### src/rtl/rtc_bus_arbiter.sv
// rtc_bus_arbiter: shares the RTC parallel-bus cycle engine between three requesters.
//   [0] IRQ service read, [1] user-edit write, [2] display refresh read.
// One transaction runs at a time: IDLE -> LAUNCH -> WAIT -> ACK -> IDLE.
// A completion timeout aborts a transaction whose engine never reports done.
// Optional feature macro: RTC_ARB_ROUND_ROBIN_EN selects round-robin arbitration
// (search begins after the last winner); when it is undefined, fixed priority
// [0] > [1] > [2] is used and no pointer register exists.
module rtc_bus_arbiter #(
  parameter int unsigned AW          = 8,
  parameter int unsigned DW          = 8,
  parameter int unsigned TIMEOUT_CYC = 255
) (
  input  logic            i_clk,
  input  logic            i_rst_n,
  input  logic [2:0]      i_req,
  input  logic [2:0]      i_req_we,
  input  logic [3*AW-1:0] i_req_addr,
  input  logic [3*DW-1:0] i_req_wdata,
  output logic [2:0]      o_gnt,
  output logic [2:0]      o_ack,
  output logic            o_err,
  output logic [DW-1:0]   o_rdata,
  output logic            o_eng_start,
  output logic            o_eng_we,
  output logic [AW-1:0]   o_eng_addr,
  output logic [DW-1:0]   o_eng_wdata,
  input  logic            i_eng_done,
  input  logic [DW-1:0]   i_eng_rdata,
  output logic            o_busy
);

  localparam int unsigned CW = $clog2(TIMEOUT_CYC + 1);
  localparam logic [CW-1:0] CNT_MAX = CW'(TIMEOUT_CYC);

  localparam logic [1:0] S_IDLE   = 2'd0;
  localparam logic [1:0] S_LAUNCH = 2'd1;
  localparam logic [1:0] S_WAIT   = 2'd2;
  localparam logic [1:0] S_ACK    = 2'd3;

  logic [1:0]    r_state;
  logic [2:0]    r_gnt;
  logic [2:0]    r_ack;
  logic          r_err;
  logic [DW-1:0] r_rdata;
  logic          r_start;
  logic          r_eng_we;
  logic [AW-1:0] r_eng_addr;
  logic [DW-1:0] r_eng_wdata;
  logic [CW-1:0] r_cnt;
  logic          r_busy;

  logic [1:0]    w_state_nxt;
  logic [2:0]    w_gnt_nxt;
  logic [2:0]    w_ack_nxt;
  logic          w_err_nxt;
  logic [DW-1:0] w_rdata_nxt;
  logic          w_start_nxt;
  logic          w_eng_we_nxt;
  logic [AW-1:0] w_eng_addr_nxt;
  logic [DW-1:0] w_eng_wdata_nxt;
  logic [CW-1:0] w_cnt_nxt;
  logic          w_busy_nxt;

  logic [1:0]    w_win_idx;
  logic          w_any;

`ifdef RTC_ARB_ROUND_ROBIN_EN
  logic [1:0]    r_ptr;
  logic [1:0]    w_ptr_nxt;
  logic [2:0]    w_rr_sum;

  // Round-robin winner: first requester found scanning upward from the pointer.
  always_comb begin
    w_win_idx = 2'd0;
    w_any     = 1'b0;
    w_rr_sum  = 3'd0;
    for (int k = 2; k >= 0; k--) begin
      w_rr_sum = {1'b0, r_ptr} + 3'(k);
      if (w_rr_sum >= 3'd3) begin
        w_rr_sum = w_rr_sum - 3'd3;
      end
      if (i_req[w_rr_sum[1:0]]) begin
        w_win_idx = w_rr_sum[1:0];
        w_any     = 1'b1;
      end
    end
  end
`else
  // Fixed-priority winner: lowest index wins.
  always_comb begin
    w_any = |i_req;
    if (i_req[0]) begin
      w_win_idx = 2'd0;
    end else if (i_req[1]) begin
      w_win_idx = 2'd1;
    end else begin
      w_win_idx = 2'd2;
    end
  end
`endif

  // Next-state and next-output logic for the transaction sequencer.
  always_comb begin
    w_state_nxt     = r_state;
    w_gnt_nxt       = r_gnt;
    w_ack_nxt       = 3'b000;
    w_err_nxt       = r_err;
    w_rdata_nxt     = r_rdata;
    w_start_nxt     = 1'b0;
    w_eng_we_nxt    = r_eng_we;
    w_eng_addr_nxt  = r_eng_addr;
    w_eng_wdata_nxt = r_eng_wdata;
    w_cnt_nxt       = r_cnt;
    w_busy_nxt      = r_busy;
`ifdef RTC_ARB_ROUND_ROBIN_EN
    w_ptr_nxt       = r_ptr;
`endif
    case (r_state)
      S_IDLE: begin
        if (w_any) begin
          w_gnt_nxt       = 3'b001 << w_win_idx;
          w_eng_we_nxt    = i_req_we[w_win_idx];
          w_eng_addr_nxt  = i_req_addr[w_win_idx*AW +: AW];
          w_eng_wdata_nxt = i_req_wdata[w_win_idx*DW +: DW];
          w_busy_nxt      = 1'b1;
          w_state_nxt     = S_LAUNCH;
        end
      end
      S_LAUNCH: begin
        w_start_nxt = 1'b1;
        w_cnt_nxt   = '0;
        w_state_nxt = S_WAIT;
      end
      S_WAIT: begin
        if (i_eng_done) begin
          // Completion beats a timeout landing on the same cycle.
          w_rdata_nxt = i_eng_rdata;
          w_err_nxt   = 1'b0;
          w_ack_nxt   = r_gnt;
          w_state_nxt = S_ACK;
        end else if (r_cnt == CNT_MAX) begin
          w_rdata_nxt = '1;
          w_err_nxt   = 1'b1;
          w_ack_nxt   = r_gnt;
          w_state_nxt = S_ACK;
        end else begin
          w_cnt_nxt = r_cnt + CW'(1);
        end
      end
      S_ACK: begin
        w_gnt_nxt   = 3'b000;
        w_err_nxt   = 1'b0;
        w_busy_nxt  = 1'b0;
        w_state_nxt = S_IDLE;
`ifdef RTC_ARB_ROUND_ROBIN_EN
        if (r_gnt[0]) begin
          w_ptr_nxt = 2'd1;
        end else if (r_gnt[1]) begin
          w_ptr_nxt = 2'd2;
        end else begin
          w_ptr_nxt = 2'd0;
        end
`endif
      end
      default: begin
        w_state_nxt = S_IDLE;
      end
    endcase
  end

  // State and registered outputs; async reset returns everything to idle.
  always_ff @(posedge i_clk or negedge i_rst_n) begin
    if (!i_rst_n) begin
      r_state     <= S_IDLE;
      r_gnt       <= 3'b000;
      r_ack       <= 3'b000;
      r_err       <= 1'b0;
      r_rdata     <= '0;
      r_start     <= 1'b0;
      r_eng_we    <= 1'b0;
      r_eng_addr  <= '0;
      r_eng_wdata <= '0;
      r_cnt       <= '0;
      r_busy      <= 1'b0;
`ifdef RTC_ARB_ROUND_ROBIN_EN
      r_ptr       <= 2'd0;
`endif
    end else begin
      r_state     <= w_state_nxt;
      r_gnt       <= w_gnt_nxt;
      r_ack       <= w_ack_nxt;
      r_err       <= w_err_nxt;
      r_rdata     <= w_rdata_nxt;
      r_start     <= w_start_nxt;
      r_eng_we    <= w_eng_we_nxt;
      r_eng_addr  <= w_eng_addr_nxt;
      r_eng_wdata <= w_eng_wdata_nxt;
      r_cnt       <= w_cnt_nxt;
      r_busy      <= w_busy_nxt;
`ifdef RTC_ARB_ROUND_ROBIN_EN
      r_ptr       <= w_ptr_nxt;
`endif
    end
  end

  assign o_gnt       = r_gnt;
  assign o_ack       = r_ack;
  assign o_err       = r_err;
  assign o_rdata     = r_rdata;
  assign o_eng_start = r_start;
  assign o_eng_we    = r_eng_we;
  assign o_eng_addr  = r_eng_addr;
  assign o_eng_wdata = r_eng_wdata;
  assign o_busy      = r_busy;

endmodule

### config.mk
export PLATFORM = sky130hd
export DESIGN_NAME = rtc_bus_arbiter
export DESIGN_NICKNAME = d
export VERILOG_FILES = /design/src/rtl/rtc_bus_arbiter.sv
export SDC_FILE = /design/constraint.sdc
export NUM_CORES = 1
export LEC_CHECK = 0
export CAP_MARGIN = 10
export CORE_AREA = 5 5 66 68
export CTS_CLUSTER_SIZE = 14
export DETAILED_ROUTE_END_ITERATION = 6
export DIE_AREA = 0 0 71 73
export DONT_BUFFER_PORTS = 1
export GPL_TIMING_DRIVEN = 0
export PLACE_DENSITY_LB_ADDON = 0.12
export SLEW_MARGIN = 20
export SYNTH_ARGS = -nofsm -noshare
export SYNTH_HDL_FRONTEND = slang
export SYNTH_SLANG_ARGS = --single-unit
### constraint.sdc
create_clock -name i_clk -period 3.2 [get_ports i_clk]
set_input_delay 0.48 -clock i_clk [delete_from_list [all_inputs] [get_ports i_clk]]
set_output_delay 0.48 -clock i_clk [all_outputs]
set_load 0.03 [all_outputs]
Word level (Yosys, flattened, before mapping)
Index checks and enable logic that the tools add are counted.
{ "classes": {"n_addsub": 1, "order_cmp": 1, "n_eq_ne": 8, "shifts": 3, "mux": 24, "reduce_logical": 12} }
{ "ops": {"columns": ["op", "n"], "rows": [
  ["indexed part select 24 x 6 -> 8 bit", 2],
  ["two-way mux 8 bit", 4],
  ["case mux 8 bit (2 select lines)", 1],
  ["two-way mux 3 bit", 4],
  ["two-way mux 2 bit", 5],
  ["AND reduction 2 bit", 5],
  ["adder 8 x 1 -> 8 bit, second input constant", 1],
  ["== test 8 bit, second input constant", 1],
  ["case mux 2 bit (4 select lines)", 1],
  ["nonzero test 2 bit", 4],
  ["!= test 2 bit, second input constant", 3],
  ["case mux 3 bit (2 select lines)", 1],
  ["two-way mux 1 bit", 5],
  ["== test 2 bit, second input constant", 2],
  ["case mux 1 bit (2 select lines)", 2],
  ["less-than comparator 2 x 3 -> 1 bit, second input constant", 1],
  ["!= test 3 bit, second input constant", 1],
  ["AND reduction 3 bit", 1],
  ["OR reduction 3 bit", 1],
  ["left shift 1 x 2 -> 3 bit, first input constant", 1],
  ["binary-select mux 1 bit (select 2 bit)", 1],
  ["== test 2 x 1 -> 1 bit, second input constant", 1],
  ["zero test 2 bit", 1]
]} }
{ "totals": {"regBits": 44, "in_bits": 65} }

Logic depth before layout (Yosys ltp)
{ "depth": {"word_depth": 5, "ltp_mapped": 7} }

Least setup slack after synthesis
Ideal clock, no wire load.
{ "synth_timing": {"path_type": "reg-to-reg", "startpoint": "reg r_state[0]", "endpoint": "reg r_cnt[2]", "setup_time_ns": 0.126, "arrival_time_ns": 1.625, "path_slack_ns": 1.449, "stages_incl_launch_ff": 8, "n_path_buf": 1, "synth_period_minus_slack_ns": 1.751, "path_cell_list": "dfrtp_1 -> inv_1 -> ha_1 -> and2b_1 -> o21ai_1 -> buf_2 -> and2_4 -> a221o_1"} }
{ "synth_between": {"elab_chain_cells": 3} }
{ "synth_lines": {"columns": ["element", "line_no", "source"], "rows": [
  ["start, declared", "40", "logic [1:0] r_state;"],
  ["start signal, assigned", "189", "r_state <= w_state_nxt;"],
  ["== test 2 bit or == test 2 x 1 -> 1 bit (tied branches)", "118", "case (r_state)"],
  ["!= test 2 bit (no line) or nonzero test 2 bit (tied branches)", null, null],
  ["AND reduction 3 bit (no line)", null, null],
  ["end signal, assigned", "198", "r_cnt <= w_cnt_nxt;"],
  ["end, declared", "49", "logic [CW-1:0] r_cnt;"]
]} }
Several ways; a longest one is shown, not always the timed one.
A chain may end at the register's enable or synchronous reset.

Final worst setup path
Ends and elaborated chain as after synthesis.

==> summary.md <==
| Metric | Value |
|---|---|
| TritonCTS clock tree | yes |
| Largest net degree at the start of global routing | 45 |
| P_int | 0.00131 W |
| Number of diodes | 0 |
| DRC errors left | 0 |
| Area overhead of the layout relative to synthesis | 9.42% |
| Worst-Margin Slew | 0.552 ns |
| Post-synthesis net count | 297 |
| Worst vdd ir | 456 µV |
| Tcrit/Tclk final | 62.3% |
| Crit start category | flip-flop |
| Grt ovf | 0 |
| Most common cell in the netlist | dfrtp_1 |
| Max Cap Viol | 0 |
| Vias in the first global route | 1,752 |
| Sw frac | 44.8% |
| Cell variety after synth | 39 |
| Fin util | 63.9% |
| Worst setup margin | 1.21 ns |
| Post-DP HPWL | 3920 µm |
| Maximum clock rate | 0.502 GHz |
| FILL cells | 321 |
| CTS H-tree depth | 2 |
| Fin Setup TNS | 0 ns |
| PD cells | 975 nW/µm² |
| Clock buffer depth | 2 |
| Initial Utilization | 58.4% |
| Layout net count | 305 |
| Yosys warns | 0 |
| Die span in x | 71 µm |
| Clock transition at path regs | 0.09 ns |
| Total GRT Usage | 20.0% |
| WP data arrival | 2.17 ns |
| RD Place Congestion | 0.846 |
| Initial antenna violation count | 0 |
| Final Skew | 0.0101 ns |
| Final Max Slew Viols | 0 |
| Post-synth EDFFs | 0 |
| DR vias/cell | 6.07 |
| CTS hold repair buffers | 1 |
| Pre-CTS setup slack | 1.23 ns |
| LEAKAGE | 1.11 nW |
| Unrepaired setup endpoints after global routing | false |
| Row count | 23 |
| Wirelength per Cell | 17.5 µm |
| Crit-path max FO | 10 |
| Critical path's slowest cell | dfrtp_1 |
| Critical Path, Cell by Cell | inv_1, ha_1, and2b_1, o21ai_1, buf_2, and2_4, a221o_1 |
| I/O pin count | 99 |
| CP delay by family, top | compound AO/OA/AOI/OAI gates |
| Crit path time final | 1.99 ns |
| Seq pwr share | 55.2% |
| Root Driver | clkbuf_8 |
| Die Area | 5180 µm² |
| Final hold vios | 0 |
| Mapped Area | 2220 µm² |
| Post-CTS sizing | 0 |
| Cts bufs inserted | 5 |
| Die height | 73 µm |
| WL final | 5000 µm |
| Critical path class | reg -> reg |
| Port Buf Inserts | 0 |
| Clk sinks | 44 |
| Critical Path RT | 3.38 ns |
| Core Area | 3800 µm² |
| Hold WC Path Type | in -> async |
| Sw power | 0.00106 W |
| Slew HR | 63.0% |
| Vias | 1,731 |
| Commonest cells post-synth | 44 x dfrtp_1, 28 x nand2_1, 24 x o21ai_1 |
| Slowest stage delay, CP | 0.42 ns |
| Leading area contributor after synthesis | dfrtp_1 |
| Critical Path End Type | flip-flop |
| Critical path buffers and inverters | 2 |
| Mapped Avg Cell Area | 9.82 µm² |
| Clk pwr share | 19.5% |
| Largest cells by area after synthesis | dfrtp_1 50%, mux2i_1 8.6%, o21ai_1 5.4% |
| Insertion delay to the later sink of the worst-skew pair | 0.30 ns |
| Post-CTS setup buffers | 0 |
| Count of final setup violators | 0 |
| ANT nets after route | 0 |
| Cells after synthesis | 226 |
| Share of cells above drive strength 1 | 7.23% |
| DRT Pass-1 Iters | 4 |
| Prevailing post-synth register cell | dfrtp_1 |
| Comb power frac | 25.3% |
| Seq cells post-synth | 44 |
| Global-route wire length before repair | 8170 µm |
| Seq/Total Area, Yosys | 49.6% |
| Post-synth ARST share | 100% |
| Outcome | complete, no violations |
| Total power | 0.00237 W |
| Iteration-0 DRC Markers | 67 |
| Synth top area share | 49.6% |
==> power groups by stage <==
| stage | logic [W] | clock network, W | registers [W] |
|---|---|---|---|
| final | 0.000598 | 0.000462 | 0.00131 |
| after global routing | 0.000676 | 0.000493 | 0.00134 |
| after CTS | 0.000604 | 0.000471 | 0.00131 |
| after detailed placement | 0.000596 | 0 | 0.00132 |
| after global placement | 0.000551 | 0 | 0.00131 |
| after floorplan | 0.000477 | 0 | 0.00126 |
==> routing by layer <==
metal | GRT usage, % | vias to the layer above | routed length, µm
li1 | - | 814 | -
met1 | 21.5 | 835 | 1910
met2 | 36.4 | 74 | 2550
met3 | 6.61 | 8 | 447
met4 | 7.52 | 0 | 89
met5 | 0 | - | 0
==> final timing paths <==
| kind | from | endpoint | slack [ns] | depth (start not counted) |
|---|---|---|---|---|
| min | i_rst_n | o_eng_addr[1] | 0.01 | 1 |
| max reg2reg | r_state[0] | r_cnt[2] | 1.21 | 7 |
| max | r_state[0] | r_cnt[2] | 1.21 | 7 |
| min reg2reg | r_cnt[0] | r_cnt[0] | 0.55 | 1 |
| min in group i_clk | i_eng_rdata[3] | o_rdata[3] | 0.31 | 1 |
| max in group asynchronous | i_rst_n | r_cnt[0] | 2.97 | 1 |
==> cell usage in the layout, fill, tap and decap left out, types with 2 or more instances in the layout <==
master     n
a211o_1    2
a21oi_1   19
and2_1     3
and3_1     2
buf_2      3
clkbuf_1   7
clkbuf_8   7
dfrtp_1   44
ha_1       6
inv_1      2
mux2i_1   19
nand2_1   28
nand2b_1   3
nand3_1    6
nor2_1    20
nor2b_1    5
nor3_1     2
o21a_1     2
o21ai_0    2
o21ai_1   24
o22a_1     8
==> logic make-up after synthesis <==
family	Yosys count	share of synthesized area, %
buffers and inverters	13	2.54
DFF	44	49.6
and+or+nand+nor	79	17.7
muxes	20	9.08
adders and majority gates	6	3.38
AOI/OAI and AO/OA	63	17.3
xor gates and xnor gates	1	0.395
==> through the flow <==
stage | hold WS [ns] | cell area [µm²] | cells
final | 0.0133 | 2430 | 285
after detailed placement | 0.186 | 2280 | 276
after global routing | 0.0331 | 2430 | 285
after CTS | 0.0245 | 2430 | 285
after floorplan | 0.184 | 2220 | 226
after global placement | 0.185 | 2280 | 276
==> area by class of cell <==
| type | instances | area (µm²) | share of cell area (%) |
|---|---|---|---|
| buffer | 11 | 48.8 | 2.01 |
| clock buffer | 7 | 96.3 | 3.97 |
| clock inverter | 1 | 30.0 | 1.24 |
| inverter | 2 | 7.51 | 0.309 |
| multi-input combinational | 169 | 1060 | 43.7 |
| sequential | 44 | 1100 | 45.4 |
| tap | 50 | 62.6 | 2.58 |
| timing repair buffer | 1 | 20.0 | 0.825 |
==> state kept, by name (all words and copies together) (netlist names) <==
register and cells:
o_eng_we 1, r_cnt 8, o_gnt 3, o_busy 1, o_eng_wdata 8, r_state 2, o_eng_start 1, o_rdata 8
o_eng_addr 8, o_ack 3, o_err 1
Note: power is estimated with default switching activity, not from simulation.
